## src/rtl/lcd_read_controller.sv

```systemverilog
// HD44780-style LCD read cycle engine: one RW=1/EN strobe returning DDRAM data or BF/address,
// with an optional busy-flag poll loop that ends on BF=0 or after POLL_MAX reads.
module lcd_read_controller #(
   parameter int SETUP_CYC   = 2,
   parameter int EN_HIGH_CYC = 16,
   parameter int HOLD_CYC    = 2,
   parameter int POLL_GAP    = 4,
   parameter int POLL_MAX    = 255
) (
   input  logic       clk,
   input  logic       reset,
   input  logic       start,
   input  logic       iRS,
   input  logic       iPOLL,
   input  logic [7:0] LCD_DATA_IN,
   output logic       LCD_EN,
   output logic       LCD_RW,
   output logic       LCD_RS,
   output logic [7:0] RD_DATA,
   output logic       RD_VALID,
   output logic       TIMEOUT,
   output logic       BUSY
);

   localparam int M1 = (SETUP_CYC > EN_HIGH_CYC) ? SETUP_CYC : EN_HIGH_CYC;
   localparam int M2 = (M1 > HOLD_CYC) ? M1 : HOLD_CYC;
   localparam int M3 = (M2 > POLL_GAP) ? M2 : POLL_GAP;
   localparam int CW = $clog2(M3 + 1);
   localparam int PW = $clog2(POLL_MAX + 1);

   localparam logic [CW-1:0] SETUP_LAST = CW'(SETUP_CYC - 1);
   localparam logic [CW-1:0] EN_LAST    = CW'(EN_HIGH_CYC - 1);
   localparam logic [CW-1:0] HOLD_LAST  = CW'(HOLD_CYC - 1);
   localparam logic [CW-1:0] GAP_LAST   = CW'(POLL_GAP - 1);
   localparam logic [PW-1:0] CNT_MAX    = PW'(POLL_MAX);

   typedef enum logic [2:0] {S_IDLE, S_SETUP, S_EN_HI, S_HOLD, S_GAP, S_DONE} state_t;

   state_t        state_q, state_d;
   logic [CW-1:0] cyc_q;
   logic [PW-1:0] cnt_q;
   logic          rs_q, poll_q, to_q;
   logic [7:0]    rd_q;
   logic          sample;

   always_ff @(posedge clk or negedge reset) begin
      if (!reset) state_q <= S_IDLE;
      else        state_q <= state_d;
   end

   always_comb begin
      state_d = state_q;
      case (state_q)
         S_IDLE:  if (start) state_d = S_SETUP;
         S_SETUP: if (cyc_q == SETUP_LAST) state_d = S_EN_HI;
         S_EN_HI: if (cyc_q == EN_LAST) state_d = S_HOLD;
         S_HOLD:
            if (cyc_q == HOLD_LAST) begin
               if (poll_q && rd_q[7] && (cnt_q != CNT_MAX)) state_d = S_GAP;
               else                                         state_d = S_DONE;
            end
         S_GAP:   if (cyc_q == GAP_LAST) state_d = S_SETUP;
         S_DONE:  state_d = S_IDLE;
         default: state_d = S_IDLE;
      endcase
   end

   assign sample = (state_q == S_EN_HI) && (cyc_q == EN_LAST);

   always_ff @(posedge clk or negedge reset) begin
      if (!reset) begin
         cyc_q  <= '0;
         cnt_q  <= '0;
         rs_q   <= 1'b0;
         poll_q <= 1'b0;
         to_q   <= 1'b0;
         rd_q   <= 8'h00;
      end else begin
         if (state_d != state_q || state_q == S_IDLE) cyc_q <= '0;
         else                                         cyc_q <= cyc_q + 1'b1;

         if (state_q == S_IDLE && start) begin
            rs_q   <= iRS & ~iPOLL;  // busy-flag polls always read the instruction register
            poll_q <= iPOLL;
            cnt_q  <= '0;
            to_q   <= 1'b0;
         end

         if (sample) begin
            rd_q <= LCD_DATA_IN;
            if (cnt_q != CNT_MAX) cnt_q <= cnt_q + 1'b1;
         end

         if (state_q == S_HOLD && state_d == S_DONE)
            to_q <= poll_q & rd_q[7];
      end
   end

   always_comb begin
      LCD_EN   = (state_q == S_EN_HI);
      LCD_RW   = (state_q == S_SETUP) || (state_q == S_EN_HI) || (state_q == S_HOLD);
      LCD_RS   = LCD_RW & rs_q;
      BUSY     = LCD_RW || (state_q == S_GAP);
      RD_DATA  = rd_q;
      RD_VALID = (state_q == S_DONE) && !to_q;
      TIMEOUT  = (state_q == S_DONE) &&  to_q;
   end

endmodule

```

## config.mk

```make
export PLATFORM = sky130hd
export DESIGN_NAME = lcd_read_controller
export DESIGN_NICKNAME = d
export VERILOG_FILES = /design/src/rtl/lcd_read_controller.sv
export SDC_FILE = /design/constraint.sdc
export NUM_CORES = 1
export LEC_CHECK = 0
export BUFFER_PORTS_ARGS = -buffer_cell sky130_fd_sc_hd__buf_2
export CAP_MARGIN = 20
export CORE_ASPECT_RATIO = 1.5
export CORE_MARGIN = 1
export CORE_UTILIZATION = 48
export CTS_CLUSTER_SIZE = 14
export DETAILED_ROUTE_END_ITERATION = 7
export PLACE_DENSITY = 0.71
export SLEW_MARGIN = 15
export SYNTH_ARGS = -nofsm -noshare
export SYNTH_HDL_FRONTEND = slang
export SYNTH_SLANG_ARGS = --single-unit
```

## constraint.sdc

```tcl
create_clock -name clk -period 4.5 [get_ports clk]
set_clock_uncertainty 0.1 [all_clocks]
set_input_delay 0.225 -clock clk [delete_from_list [all_inputs] [get_ports clk]]
set_output_delay 0.225 -clock clk [all_outputs]
set_load 0.03 [all_outputs]
```

==> key figures, run 1 <==
Run status
  • Status: finished clean

Timing
  • Unrepaired setup endpoints after global routing: no
  • Final period util: between 60% and 70%
  • Clock period minus worst slack: 2.76 ns
  • Post-route setup TNS: 0 ns
  • Final slew viol count: 0
  • Endpoints failing hold: 0
  • Worst slew pin tran: roughly 0.80 ns
  • FMAX: roughly 360 MHz
  • Slew HR: around 46%
  • Setup Viol. Count Final: 0
  • Worst setup margin: 1.74 ns

Power
  • Part of the power in combinational logic: approximately 37%
  • Pwr/cell area: 503 nW/µm²
  • Worst VDD drop: approximately 0.00035 V
  • Sw Ratio: between 40% and 50%
  • Seq pwr share: between 40% and 50%
  • Internal power: ~480 µW
  • Net switching power: roughly 320 µW
  • Leak: 0.000763 µW
  • Clk pwr share: 17.2%

Clock tree
  • CTS root buf: clkbuf_8
  • CTS max path bufs: 2
  • Post-CTS Setup Inserts: 0
  • Clock-pin slew on the worst setup and hold paths: around 0.090 ns
  • Skew-Pair Late Insertion Delay: approximately 0.27 ns
  • # clock sinks: 27
  • H-tree depth: 1
  • TritonCTS clock tree: built
  • CTS buffer count: 3

Cells and area
  • Final net count: between 150 and 200
  • Area delta synth->final: 15.2%
  • Share of layout cells above drive strength 1: approximately a fifth
  • Ant. Diodes: 0

Worst setup path
  • Max FO, Critical Path: 12
  • Startpoint types: flop
  • Worst Path Required: 4.60 ns
  • Arr. time, crit path: about 2.9 ns
  • Crit end category: flop
  • Crit path kind: flop to flop

Synth
  • Cells after synthesis: about 150
  • Ys flop type: dfrtp_1
  • Largest family of logic cells by synthesized area: simple AND/OR/NAND/NOR gates
  • Cell area after synthesis: between 1000 and 1500 µm²
  • Syn avg cell area: approximately 9.4 µm²
  • Simple-gate area share of the yosys netlist: between 20% and 30%
  • Post-Synth Adder-Cell Area: 3.63%
  • FFs w/ async S/R, synth: 100%
  • Sequential fraction of the synthesis area: 49.0%
  • Yosys reg bits: 27
  • Area fraction in compound gates after synthesis: around a tenth
  • Count of cell types in the netlist: 40
  • Number of synthesized flops with an enable pin: 0
  • Synth Warn #: 0
  • Syn_nets: 163
  • Post-synthesis mux area share: around 3%
  • Synth Area in XOR/XNOR: approximately 2.5%

Flow run
  • Max_cap viols: 0

Placed design
  • Post-DP HPWL: between 2000 and 2500 µm
  • Place WS: approximately 1.8 ns
  • Placer congestion estimate: around 0.86
  • I/O Buffers: 26

Route
  • Remaining antenna violation count: 0
  • DRC viols: 0
  • WL/cell: roughly 13 µm
  • Pre-antenna DRT Iters: 4
  • Number of vias per cell: between 5 and 6
  • Vias: between 1000 and 1500
  • DR iter-0 viols: 38
  • Routed wire length: ~2800 µm

Die
  • Core ar.: between 2000 and 3000 µm²
  • I/O pins: 27
  • Starting Density: between 50% and 60%
  • Die Span Y: approximately 68 µm
  • Num rows: 23
  • Chip width: between 40 and 50 µm
  • DIE AREA: 3100 µm²

Global routing
  • Global-route usage over all layers: about a fifth
  • Vias in the first global route: 1109
  • Total global routing overflow: 0
  • GR peak layer: met2
  • Met2 global-route usage: 35.9%
  • GR met1 Demand/Resource: between 20% and 30%
  • First-pass GRT wire length: about 4700 µm
  • Initial antenna violation count: 0
  • Largest net degree at the start of global routing: 28
  • Grt met3 use: under 10%

Min path
  • Worst Hold Class: input pin to flop
## power groups by stage
stage	Clock, µW	Sequential (µW)	Combinational (µW)
after floorplan	0	336	253
after global placement	0	366	286
after detailed placement	0	371	297
after CTS	141	366	298
after global routing	151	378	327
final	138	367	294
## routing by layer
| metal | vias to the layer above | routed length [µm] |
|---|---|---|
| met5 | - | 0 |
| met4 | 0 | 35 |
| met3 | 4 | 92 |
| met2 | 26 | 1450 |
| met1 | 550 | 1230 |
| li1 | 561 | - |
## placed cells by master, fill, tap and decap left out, drive strengths merged
master and n:
nand3 9, a21oi 6, o22ai 2, a211o 1
and4 2, nor2 9, and3 2, nand3b 1
o21ai 3, and4b 1, o21a 1, inv 4
ha 4, nand4 3, o31ai 1, nor3 2
and4bb 1, dlygate4sd3 1, nand2 36, mux2 1
buf 26, nor4b 1, nand4bb 1, dfrtp 27
xnor2 2, or4b 1, mux2i 3, and2 1
nand2b 2, a2111oi 1, a211oi 3, clkbuf 4
xor2 2, or3 1, nor3b 2, a22o 1
o211ai 1, nor2b 3
## cell usage after synthesis (2+ instances only)
| master | count | area [µm²] |
|---|---|---|
| a211oi_1 | 2 | 15.0 |
| a21oi_1 | 6 | 30.0 |
| buf_2 | 2 | 10.0 |
| clkbuf_1 | 3 | 11.3 |
| dfrtp_1 | 27 | 676 |
| ha_1 | 4 | 50.1 |
| inv_1 | 4 | 15.0 |
| mux2i_1 | 3 | 30.0 |
| nand2_1 | 36 | 135 |
| nand2b_1 | 2 | 12.5 |
| nand3_1 | 9 | 45.0 |
| nand4_1 | 3 | 18.8 |
| nor2_1 | 9 | 33.8 |
| nor2b_1 | 3 | 18.8 |
| nor3_1 | 2 | 10.0 |
| nor3b_1 | 2 | 15.0 |
| o21ai_0 | 3 | 15.0 |
| o22ai_1 | 2 | 12.5 |
| xnor2_1 | 2 | 17.5 |
| xor2_1 | 2 | 17.5 |
## area by class of cell
| type | instances | area, µm² |
|---|---|---|
| fill | 261 | 1120 |
| multi-input combinational | 110 | 667 |
| clock buffer | 4 | 45.0 |
| tap | 37 | 46.3 |
| timing repair buffer | 27 | 140 |
| inverter | 4 | 15.0 |
| sequential | 27 | 676 |
## worst max-delay path: stages, from the launching register on
cell and delay [ns]:
dfrtp_1 0.40, ha_1 0.23, and3_2 0.21, ha_1 0.20
nand4bb_1 0.43, a2111oi_0 0.64, and4_1 0.28, mux2i_1 0.18
## kinds of logic after synthesis
group,Yosys count
buffers and inverters,9
adder cells (fa/ha/maj),4
AND/OR/NAND/NOR,78
multiplexers,4
AO/OA/AOI/OAI,20
flip-flops,27
XOR/XNOR,4
## per-stage QoR
| stage | util, % | hold slack, ns | power, µW | cell area (µm²) | cells |
|---|---|---|---|---|---|
| 3_3_place_gp | 56.7 | 0.155 | 652 | 1530 | 204 |
| 3_5_place_dp | 56.7 | 0.168 | 668 | 1530 | 204 |
| 5_1_grt | 58.7 | 0.0355 | 855 | 1590 | 209 |
| 6_report | 58.7 | 0.0363 | 799 | 1590 | 209 |
| 4_1_cts | 58.7 | 0.0333 | 805 | 1590 | 209 |
| 2_1_floorplan | - | -0.171 | 589 | 1380 | 146 |
## flip-flops by register name, indices dropped and copies added, names as in the netlist
register and flops:
rs_q 1, state_q 3, cyc_q 5, to_q 1, cnt_q 8, poll_q 1, RD_DATA 8
## what timing repair did
item / CTS / global route
gates resized for setup: 0 / 0
hold buffers: 1 / 0
hold endpoints to repair: 27 / 0
## final timing paths
| check | start | endpoint | slack (ns) | cells after the start |
|---|---|---|---|---|
| setup / recovery | cyc_q[0] | cnt_q[7] | 1.74 | 7 |
| hold / removal | LCD_DATA_IN[3] | RD_DATA[3] | 0.04 | 3 |
| setup reg to reg | cyc_q[0] | cnt_q[7] | 1.74 | 7 |
| hold reg to reg | RD_DATA[1] | RD_DATA[1] | 0.38 | 2 |
| max in group asynchronous | reset | poll_q | 3.51 | 2 |
| min in group asynchronous | reset | RD_DATA[4] | 0.39 | 2 |
No activity file was read; power rests on OpenSTA's default activity.
==> run 2, diff against run 1 <==
--- a/config.mk
+++ b/config.mk
@@ -5,6 +5,7 @@
 export SDC_FILE = /design/constraint.sdc
 export NUM_CORES = 1
 export LEC_CHECK = 0
+export ABC_AREA = 1
 export BUFFER_PORTS_ARGS = -buffer_cell sky130_fd_sc_hd__buf_2
 export CAP_MARGIN = 20
 export CORE_ASPECT_RATIO = 1.5
==> constraint.sdc (replaced) <==
create_clock -name clk -period 2.6 [get_ports clk]
set_clock_uncertainty 0.1 [all_clocks]
set_input_delay 0.13 -clock clk [delete_from_list [all_inputs] [get_ports clk]]
set_output_delay 0.13 -clock clk [all_outputs]
set_load 0.03 [all_outputs]
==> key figures, run 2 <==
Synth
  • Most frequent cells after synthesis: nand2_1 (58), dfrtp_1 (27), nor2_1 (27), inv_1 (20), nand3_1 (9)
  • Count of cell types in the netlist: 28
  • Cells after synthesis: roughly 180
  • Largest cells by area after synthesis: dfrtp_1 (47%), nand2_1 (15%), nor2_1 (7.0%), inv_1 (5.2%), ha_1 (3.5%)
  • Yosys reg bits: 27
  • Ys flop type: dfrtp_1
  • Sequential fraction of the synthesis area: about 47%
  • Number of synthesized flops with an enable pin: 0
  • FFs w/ async S/R, synth: 100%
  • Cell taking the most area after synthesis: dfrtp_1
  • Count leader, synth: nand2_1
  • Top-area cell type share of the netlist area: ~47%
  • Synth Warn #: 0
  • Cell area after synthesis: between 1000 and 1500 µm²
  • Syn_nets: 200
  • Syn avg cell area: 7.88 µm²

Timing
  • Post-route setup TNS: 0 ns
  • Slew HR: between 60% and 70%
  • FMAX: 528 MHz
  • Worst setup margin: around 0.70 ns
  • Setup Viol. Count Final: 0
  • Worst slew pin tran: between 0.5 and 0.6 ns
  • Final slew viol count: 0
  • Clock period minus worst slack: about 1.9 ns
  • Endpoints failing hold: 0
  • Final period util: about 73%
  • Unrepaired setup endpoints after global routing: no

Placed design
  • Post-DP HPWL: around 2100 µm
  • Placer congestion estimate: just over 0.8
  • I/O Buffers: 26
  • Dpl cells: between 200 and 250
  • Place WS: a little over 0.7 ns

Clock tree
  • H-tree depth: 1
  • Clock-pin slew on the worst setup and hold paths: 0.09 ns
  • Resize count post-CTS: 0
  • # clock sinks: 27
  • CTS buffer count: 3
  • CTS max path bufs: 2
  • CTS root buf: clkbuf_8
  • TritonCTS clock tree: built
  • Skew-Pair Late Insertion Delay: 0.27 ns

Die
  • Num rows: 24
  • Die Span Y: around 69 µm
  • I/O pins: 27
  • Core ar.: ~2900 µm²
  • Starting Density: 50.0%
  • DIE AREA: around 3200 µm²
  • Chip width: around 47 µm

Route
  • Vias: 1256
  • Remaining antenna violation count: 0
  • WL/cell: 10.6 µm
  • DR iter-0 viols: 35
  • Pre-antenna DRT Iters: 4
  • Routed wire length: about 2800 µm
  • DRC viols: 0
  • Number of vias per cell: slightly below 5

Worst setup path
  • Max FO, Critical Path: 13
  • Arr. time, crit path: a little under 2 ns
  • Worst Path Required: between 2 and 3 ns
  • Startpoint types: flop
  • Crit path kind: flop to flop
  • Crit end category: flop

Global routing
  • Largest net degree at the start of global routing: 28
  • Total global routing overflow: 0
  • Vias in the first global route: 1272
  • Global-route usage over all layers: between 20% and 30%
  • Initial antenna violation count: 0
  • First-pass GRT wire length: about 5000 µm

Run status
  • Status: finished clean

Cells and area
  • Multi-input gate area: roughly 660 µm²
  • Sequential cell area: 676 µm²
  • Fill cells: ~270
  • Ant. Diodes: 0
  • Most frequent cells in the layout: nand2_1 (58), dfrtp_1 (27), nor2_1 (27), buf_2 (26), inv_1 (20)
  • Area delta synth->final: 21.6%
  • Non-Filler Instances: 260
  • Most common cell after layout, fill and taps aside: nand2_1
  • Final net count: 239
  • Share of layout cells above drive strength 1: roughly a fifth

Power
  • Leak: around 0.00095 µW
  • Pwr/cell area: between 700 and 800 nW/µm²
  • Worst VDD drop: roughly 0.00047 V
  • Overall Power: 1280 µW

Min path
  • Worst Hold Class: input pin to flop

Flow run
  • Max_cap viols: 0
[run 2: cell types whose count changed after synthesis, moves of 4 or more]
| cell | change |
|---|---|
| a21oi_1 | -4 |
| inv_1 | +16 |
| nand2_1 | +22 |
| nor2_1 | +18 |
[run 2: report_power, final]
group	internal [µW]	switching [µW]
Clock	110	127
Sequential	480	60.6
Combinational	166	333
Total	756	521
[run 2: cells by family (layout without fill, tap and decap cells)]
kind of cell               after synthesis  after routing  share of synthesized area [%]
xor gates and xnor gates                 3              3                           1.82
and+or+nand+nor                        110            110                           34.5
AOI/OAI and AO/OA                       13             13                           5.72
adders and majority gates                4              4                           3.47
DFF                                     27             27                           46.8
buffers and inverters                   26             64                           7.63
[run 2: area by class of cell]
| type | count | share of cell area, % |
|---|---|---|
| Clock buffer | 4 | 2.57 |
| Inverter | 24 | 5.56 |
| Sequential cell | 27 | 38.5 |
| Timing Repair Buffer | 36 | 13.1 |
| Multi-Input combinational cell | 130 | 37.4 |
| Tap cell | 39 | 2.78 |
[run 2: what timing repair did]
| item | 4_1_cts | 5_1_grt |
|---|---|---|
| hold endpoints to repair | 36 | 0 |
| endpoints found under the setup margin | 0 | 0 |
| setup buffers | 0 | 0 |
| hold buffers | 10 | 0 |
[run 2: critical path, stage by stage (launching register included)]
cell	delay (ns)
dfrtp_1	0.41
ha_1	0.21
nand2_1	0.07
nor2_1	0.11
ha_1	0.20
nand2_4	0.12
inv_4	0.17
nand2_8	0.07
clkinv_4	0.07
nand2_2	0.05
o21ai_1	0.15
inv_1	0.05
[run 2: per-stage QoR]
stage / hold slack [ns] / area (µm²) / util (%)
after floorplan: -0.266 / 1440 / -
after global placement: 0.0650 / 1610 / 55.8
after detailed placement: 0.0726 / 1610 / 55.8
after CTS: 0.0104 / 1750 / 60.9
after global routing: 0.0294 / 1750 / 60.9
final: 0.0108 / 1750 / 60.9
[run 2: path summary, 6_finish.rpt]
check	startpoint	endpoint	slack, ns	cells past startpoint
max reg2reg	cyc_q[0]	cnt_q[5]	0.70	11
max in group asynchronous	reset	state_q[2]	1.72	2
min	iPOLL	poll_q	0.01	3
min reg2reg	RD_DATA[6]	RD_DATA[6]	0.38	2
max	cyc_q[0]	cnt_q[5]	0.70	11
min in group asynchronous	reset	cyc_q[2]	0.29	2
[run 2: per-layer routing]
metal / wire length (µm) / share of wire, % / GRT usage (%)
met5: 0 / 0 / 0
met4: 68 / 2.5 / 9.21
met3: 71 / 2.6 / 3.14
met2: 1440 / 52 / 34.4
met1: 1190 / 43 / 25.2
